### src/rtl/bram_wr_ctrl.sv
// BRAM write controller: registers one masked-write request, writes it, optionally
// reads it back for verification, then closes a 4-phase level handshake upstream.
module bram_wr_ctrl #(
  parameter int ADDR_W = 13,
  parameter int DATA_W = 32,
  parameter int RD_LAT = 1,
  parameter int VERIFY = 1,
  parameter int CNT_W  = 16
) (
  input  logic              i_clk,
  input  logic              i_rst,
  input  logic              i_wr_bram_trig,
  input  logic [ADDR_W-1:0] i_wr_bram_addr,
  input  logic [DATA_W-1:0] i_wr_bram_data,
  output logic              o_wr_bram_ack,
  output logic              o_bram_en,
  output logic              o_bram_we,
  output logic [ADDR_W-1:0] o_bram_addr,
  output logic [DATA_W-1:0] o_bram_din,
  input  logic [DATA_W-1:0] i_bram_dout,
  output logic              o_busy,
  output logic              o_verify_err,
  output logic [CNT_W-1:0]  o_wr_count
);

  typedef enum logic [2:0] {IDLE, WRITE, RDBACK, WAIT, ACK} state_t;

  localparam logic [1:0]       WAIT_LAST = 2'(RD_LAT - 1);
  localparam logic [CNT_W-1:0] CNT_MAX   = '1;

  state_t     state;
  logic [1:0] wait_cnt;

  function automatic logic [CNT_W-1:0] sat_inc(input logic [CNT_W-1:0] c);
    return (c == CNT_MAX) ? c : c + 1'b1;
  endfunction

  always_ff @(posedge i_clk) begin
    if (i_rst) begin
      state         <= IDLE;
      wait_cnt      <= '0;
      o_wr_bram_ack <= 1'b0;
      o_bram_en     <= 1'b0;
      o_bram_we     <= 1'b0;
      o_bram_addr   <= '0;
      o_bram_din    <= '0;
      o_busy        <= 1'b0;
      o_verify_err  <= 1'b0;
      o_wr_count    <= '0;
    end else begin
      case (state)
        IDLE: begin
          o_bram_en     <= 1'b0;
          o_bram_we     <= 1'b0;
          o_wr_bram_ack <= 1'b0;
          if (i_wr_bram_trig) begin
            o_bram_addr <= i_wr_bram_addr;
            o_bram_din  <= i_wr_bram_data;
            o_bram_en   <= 1'b1;
            o_bram_we   <= 1'b1;
            o_busy      <= 1'b1;
            state       <= WRITE;
          end
        end
        WRITE: begin
          o_bram_we <= 1'b0;
          if (VERIFY != 0) begin
            o_bram_en <= 1'b1;
            state     <= RDBACK;
          end else begin
            o_bram_en <= 1'b0;
            state     <= ACK;
          end
        end
        RDBACK: begin
          o_bram_en <= 1'b0;
          wait_cnt  <= '0;
          state     <= WAIT;
        end
        WAIT: begin
          // Read data lands on the last wait cycle; o_bram_din still holds the written word.
          if (wait_cnt == WAIT_LAST) begin
            if (i_bram_dout != o_bram_din) o_verify_err <= 1'b1;
            state <= ACK;
          end else begin
            wait_cnt <= wait_cnt + 2'd1;
          end
        end
        ACK: begin
          // First ACK cycle always raises ack, so an early-dropped trig still sees one ack cycle.
          if (!o_wr_bram_ack) begin
            o_wr_bram_ack <= 1'b1;
            o_wr_count    <= sat_inc(o_wr_count);
          end else if (!i_wr_bram_trig) begin
            o_wr_bram_ack <= 1'b0;
            o_busy        <= 1'b0;
            state         <= IDLE;
          end
        end
        default: state <= IDLE;
      endcase
    end
  end

endmodule

### config.mk
export PLATFORM = sky130hd
export DESIGN_NAME = bram_wr_ctrl
export DESIGN_NICKNAME = d
export VERILOG_FILES = /design/src/rtl/bram_wr_ctrl.sv
export SDC_FILE = /design/constraint.sdc
export NUM_CORES = 1
export LEC_CHECK = 0
export ABC_AREA = 1
export ABC_CLOCK_PERIOD_IN_PS = 2800
export CAP_MARGIN = 20
export CORE_ASPECT_RATIO = 0.9
export CORE_MARGIN = 1
export CORE_UTILIZATION = 46
export CTS_CLUSTER_SIZE = 14
export DETAILED_ROUTE_END_ITERATION = 8
export HOLD_SLACK_MARGIN = 0.03
export PLACE_DENSITY_LB_ADDON = 0.05
export RECOVER_POWER = 25
export SYNTH_ARGS = -nofsm -noshare
export SYNTH_HDL_FRONTEND = slang
export SYNTH_SLANG_ARGS = --single-unit
export TNS_END_PERCENT = 50
### constraint.sdc
create_clock -name i_clk -period 2.8 [get_ports i_clk]
set_input_delay 0.56 -clock i_clk [delete_from_list [all_inputs] [get_ports i_clk]]
set_output_delay 0.56 -clock i_clk [all_outputs]
set_load 0.05 [all_outputs]
# Word-level counts from Yosys, hierarchy flattened
# Index checks and enable logic that the tools add are counted.
# totals
ff_bits	71
inputBits	80
wordCells	53
# op_classes
addsub	2
n_eq_ne	11
mux	16
bitwise	2
reduce_logical	12
# op_table
op	count
$ne 32x32->1	1
$add 16x1->16 const B	1
$eq 16x16->1 const B	1
$pmux 3 s5	1
$mux 3	4
$ne 2x2->1 const B	5
$reduce_and 4->1	2
$eq 3x2->1 const B	2
$pmux 1 s2	3
$reduce_and 3->1	2
$reduce_bool 2->1	3
$mux 1	5
$pmux 2 s2	1
$reduce_and 2->1	2
$eq 3x1->1 const B	1
$eq 3x3->1 const B	1
$logic_not 3->1	1
$pmux 1 s3	1
$reduce_bool 3->1	1
$add 2x1->2 const B	1
$logic_not 2->1	1
$mux 2	1
$not 1->1	2

# Depth between registers and ports, before layout
# logic_depth
depth_word	3
ltp_mapped	10
mapped_depth_nobuf	10

# Worst setup path after synthesis
# No wires, ideal clock.
# synth_timing
kind	reg2reg
start	register o_wr_count[0]
end	register o_wr_count[14]
arrival_ps	1842
required_ps	2732
slack_ps	890
stages_incl_launch_ff	11
path_buffers	1
period_less_slack_ps	1910
path_cell_list	dfxtp_1 ha_1 inv_2 nor2_4 nand2_1 nor2_4 nor2_8 inv_6 buf_12 nand2_2 a21oi_2
# synth_via
elab_chain_cells	3
word_cells_on_any_way	4
# synth_rtl
element	line	text
start: declaration	23	output logic [CNT_W-1:0] o_wr_count
start signal: assignment	93	o_wr_count <= sat_inc(o_wr_count);
branches (longest 3 deep; another with $add 16x1->16)	-	
# Parallel ways; which one is timed is not known.
# A chain may end at the register's enable or synchronous reset.

# Final worst setup path
# layout_timing
start	register o_wr_count[13]
end	output o_wr_count[13]
# No word-level cell between the ends.

==> impl_metrics.csv <==
group,metric,value,unit
status,status,"complete, no violations",
logic_synthesis,syn-num-nets,555,
grt,overflow,0,
timing,setup_violations,0,
placement,place_ws,899.2,ps
critical_path,critPathTopFamily,"buffers and inverters",
critical_path,cp.required,2240,ps
pwr,peakVddDrop,0.4046,mV
clock_network,htree_num_levels,3,
floorplanning,die_h,84.19,um
final_layout,fill_cells,621,
placement,io_buffer_count,145,
floorplanning,start_util,48.29,%
critical_path,setup.worst_path.class,"reg2out",
critical_path,cp_cell_sequence,"clkdlybuf4s50_1",
timing,finalHoldViolCount,0,
placement,dpl.hpwl,6742,um
final_layout,layout-drive-gt1-share,7.605,%
timing,tightest_slew,582.4,ps
logic_synthesis,ys_ff_latch,71,
logic_synthesis,yosysWarnings,0,
final_layout,syn_to_final_growth,49.37,%
final_layout,nets,695,
clock_network,clock-sinks,71,
logic_synthesis,synth-edff-count,0,
critical_path,slowest_stage,"clkdlybuf4s50_1",
pwr,p_sw,0.001206,W
pwr,clock_power_share,26.3,%
critical_path,arrival,1630,ps
pwr,switching_share,36.57,%
timing,holdWs,447.1,ps
drt,dr.pass1.iters,4,
drt,drt_iter0_drc,127,
drt,route.detailed.drc,0,
grt,grt_max_degree,94,
min_path,hp-class,"reg2reg",
pwr,total_power,0.003298,W
floorplanning,ios,146,
logic_synthesis,syn-cell-area,0.003452,sq mm
drt,vias,3466,
clock_network,ctsResizeCount,0,
clock_network,numCtsBuffers,9,
drt,ant_nets,0,
grt,grt_util_all_layers,23.86,%
floorplanning,die_w,93.32,um
timing,fmax,455.8,MHz
final_layout,layout_common_cells,"clkdlybuf4s50_1, nand2_1, inv_1",
final_layout,diodes,0,
critical_path,startpoint_type,"flop",
final_layout,final_common_cell,"clkdlybuf4s50_1",
drt,wl,9139,um
drt,avgViaCountPerCell,4.875,
timing,timing.final.ws_setup,605.8,ps
clock_network,post_cts_buffers,0,
final_layout,layout.cell_area.non_filler,0.005156,sq mm
clock_network,cts.clk_slew.worst_paths,60,ps
logic_synthesis,synthArstFlopShare,0,%
logic_synthesis,avgSynthCellArea,7.298,sq um
critical_path,end_kind,"output pin",
timing,post-route-period-util,78.36,%
floorplanning,core,0.007148,sq mm
pwr,powerDensity,639.6,mW/mm^2
drt,drt-wirelength-per-cell,12.85,um
critical_path,critPathBufInv,1,
timing,max_slew_margin,61.05,%
placement,routabilityCongestion,0.8710,
clock_network,cts_tree,"yes",
logic_synthesis,ys.flop_type,"dfxtp_1",
clock_network,clock_tree.buffer_depth,2,
grt,antenna_found_initial,0,
logic_synthesis,synth.distinct_cells,32,
timing,rsz0062_at_grt,"false",
grt,grt_pass1_vias,3269,
pwr,leakagePower,1.948,nW
logic_synthesis,netlist_instances,473,
timing,clock_skew,9.432,ps
pwr,p_int,0.002092,W
clock_network,ctsHoldBuffers,0,
grt,grt_pass1_wl,14750,um
pwr,power.combinational.fraction,35.9,%
clock_network,clock-root-buffer,"clkbuf_8",
timing,tns,0,ps
floorplanning,die_area,0.007856,sq mm
pwr,seqPwrFrac,37.8,%
floorplanning,fp-row-count,29,
clock_network,worstSkewPairLatency,330,ps
critical_path,worst-path-max-fanout,5,
timing,final_max_slew_viol_count,0,
critical_path,crit_path_max_incr_delay,850,ps
job,maxCapViolations,0,
timing,fin_crit,2194,ps
placement,dpl_cell_area,0.004956,sq mm
logic_synthesis,synth-seq-area-share,41.17,%
through the flow:
step	util, %	std cells
after detailed placement	69.33	695
after floorplan	-	473
after global placement	69.33	695
after global routing	72.13	711
final	72.13	711
after CTS	72.20	711
flip-flops by register name, summed over array words and instances, names as in the netlist:
name           cells
o_bram_we          1
o_wr_bram_ack      1
o_verify_err       1
state              3
wait_cnt           2
o_busy             1
o_bram_en          1
o_bram_din        32
o_wr_count        16
o_bram_addr       13
layout make-up:
class / instances / area [sq um] / share of cell area (%)
clock buffers: 12 / 135.1 / 2.621
clock inverters: 4 / 70.07 / 1.359
inverters: 80 / 305.3 / 5.921
multi-input cells: 303 / 1622 / 31.45
flip-flops and latches: 71 / 1421 / 27.57
well taps: 93 / 116.4 / 2.257
repair buffers: 148 / 1486 / 28.83
kinds of logic after synthesis:
family,Yosys count,share of synthesized area (%)
AOI/OAI and AO/OA,122,18.81
xor gates and xnor gates,30,7.611
adders and majority gates,2,0.7248
buffers and inverters,99,11.85
DFF,71,41.17
and+or+nand+nor,149,19.83
per-layer routing:
layer / track usage, % / part of all wire [%] / up-vias
met5: 0 / 0 / -
met4: 6.154 / 1.3 / 0
met3: 8.333 / 7.1 / 12
met2: 41.38 / 50 / 111
met1: 27.99 / 42 / 1572
li1: - / - / 1771
cells in the mapped netlist (6+ instances only):
cell type / instances / area, sq um
nand2_1: 86 / 322.8
inv_1: 75 / 281.5
dfxtp_1: 71 / 1421
a21oi_1: 58 / 290.3
o21ai_0: 49 / 245.2
nor2_1: 27 / 101.4
xnor2_1: 26 / 227.7
clkbuf_1: 11 / 41.29
nand3_1: 10 / 50.05
a21oi_2: 8 / 70.07
nand2_2: 8 / 50.05
nor3_1: 6 / 30.03
tightest hold or removal path: cells and delay by family (launching register included):
family / cells / cell delay, ps
compound gates: 1 / 50
buf+inv: 1 / 50
flops: 1 / 310
power by group through the flow:
stage          sequential (W)  combinational, W  clock (W)
2_1_floorplan         0.00166          0.000365          0
3_3_place_gp          0.00127           0.00117          0
3_5_place_dp          0.00127           0.00119          0
4_1_cts               0.00125           0.00119   0.000886
5_1_grt               0.00126           0.00127   0.000941
6_report              0.00125           0.00118   0.000866
final timing paths:
check | start | endpoint | slack (ps) | depth (start not counted)
setup / recovery | o_wr_count[13]$_SDFFE_PP0P_ | o_wr_count[13] | 610 | 1
hold / removal | o_bram_addr[6]$_SDFFE_PP0P_ | o_bram_addr[6]$_SDFFE_PP0P_ | 450 | 2
setup reg to reg | o_wr_count[0]$_SDFFE_PP0P_ | o_wr_count[10]$_SDFFE_PP0P_ | 1050 | 10
hold reg to reg | o_bram_addr[6]$_SDFFE_PP0P_ | o_bram_addr[6]$_SDFFE_PP0P_ | 450 | 2
Power figures use the tool's default switching activity.
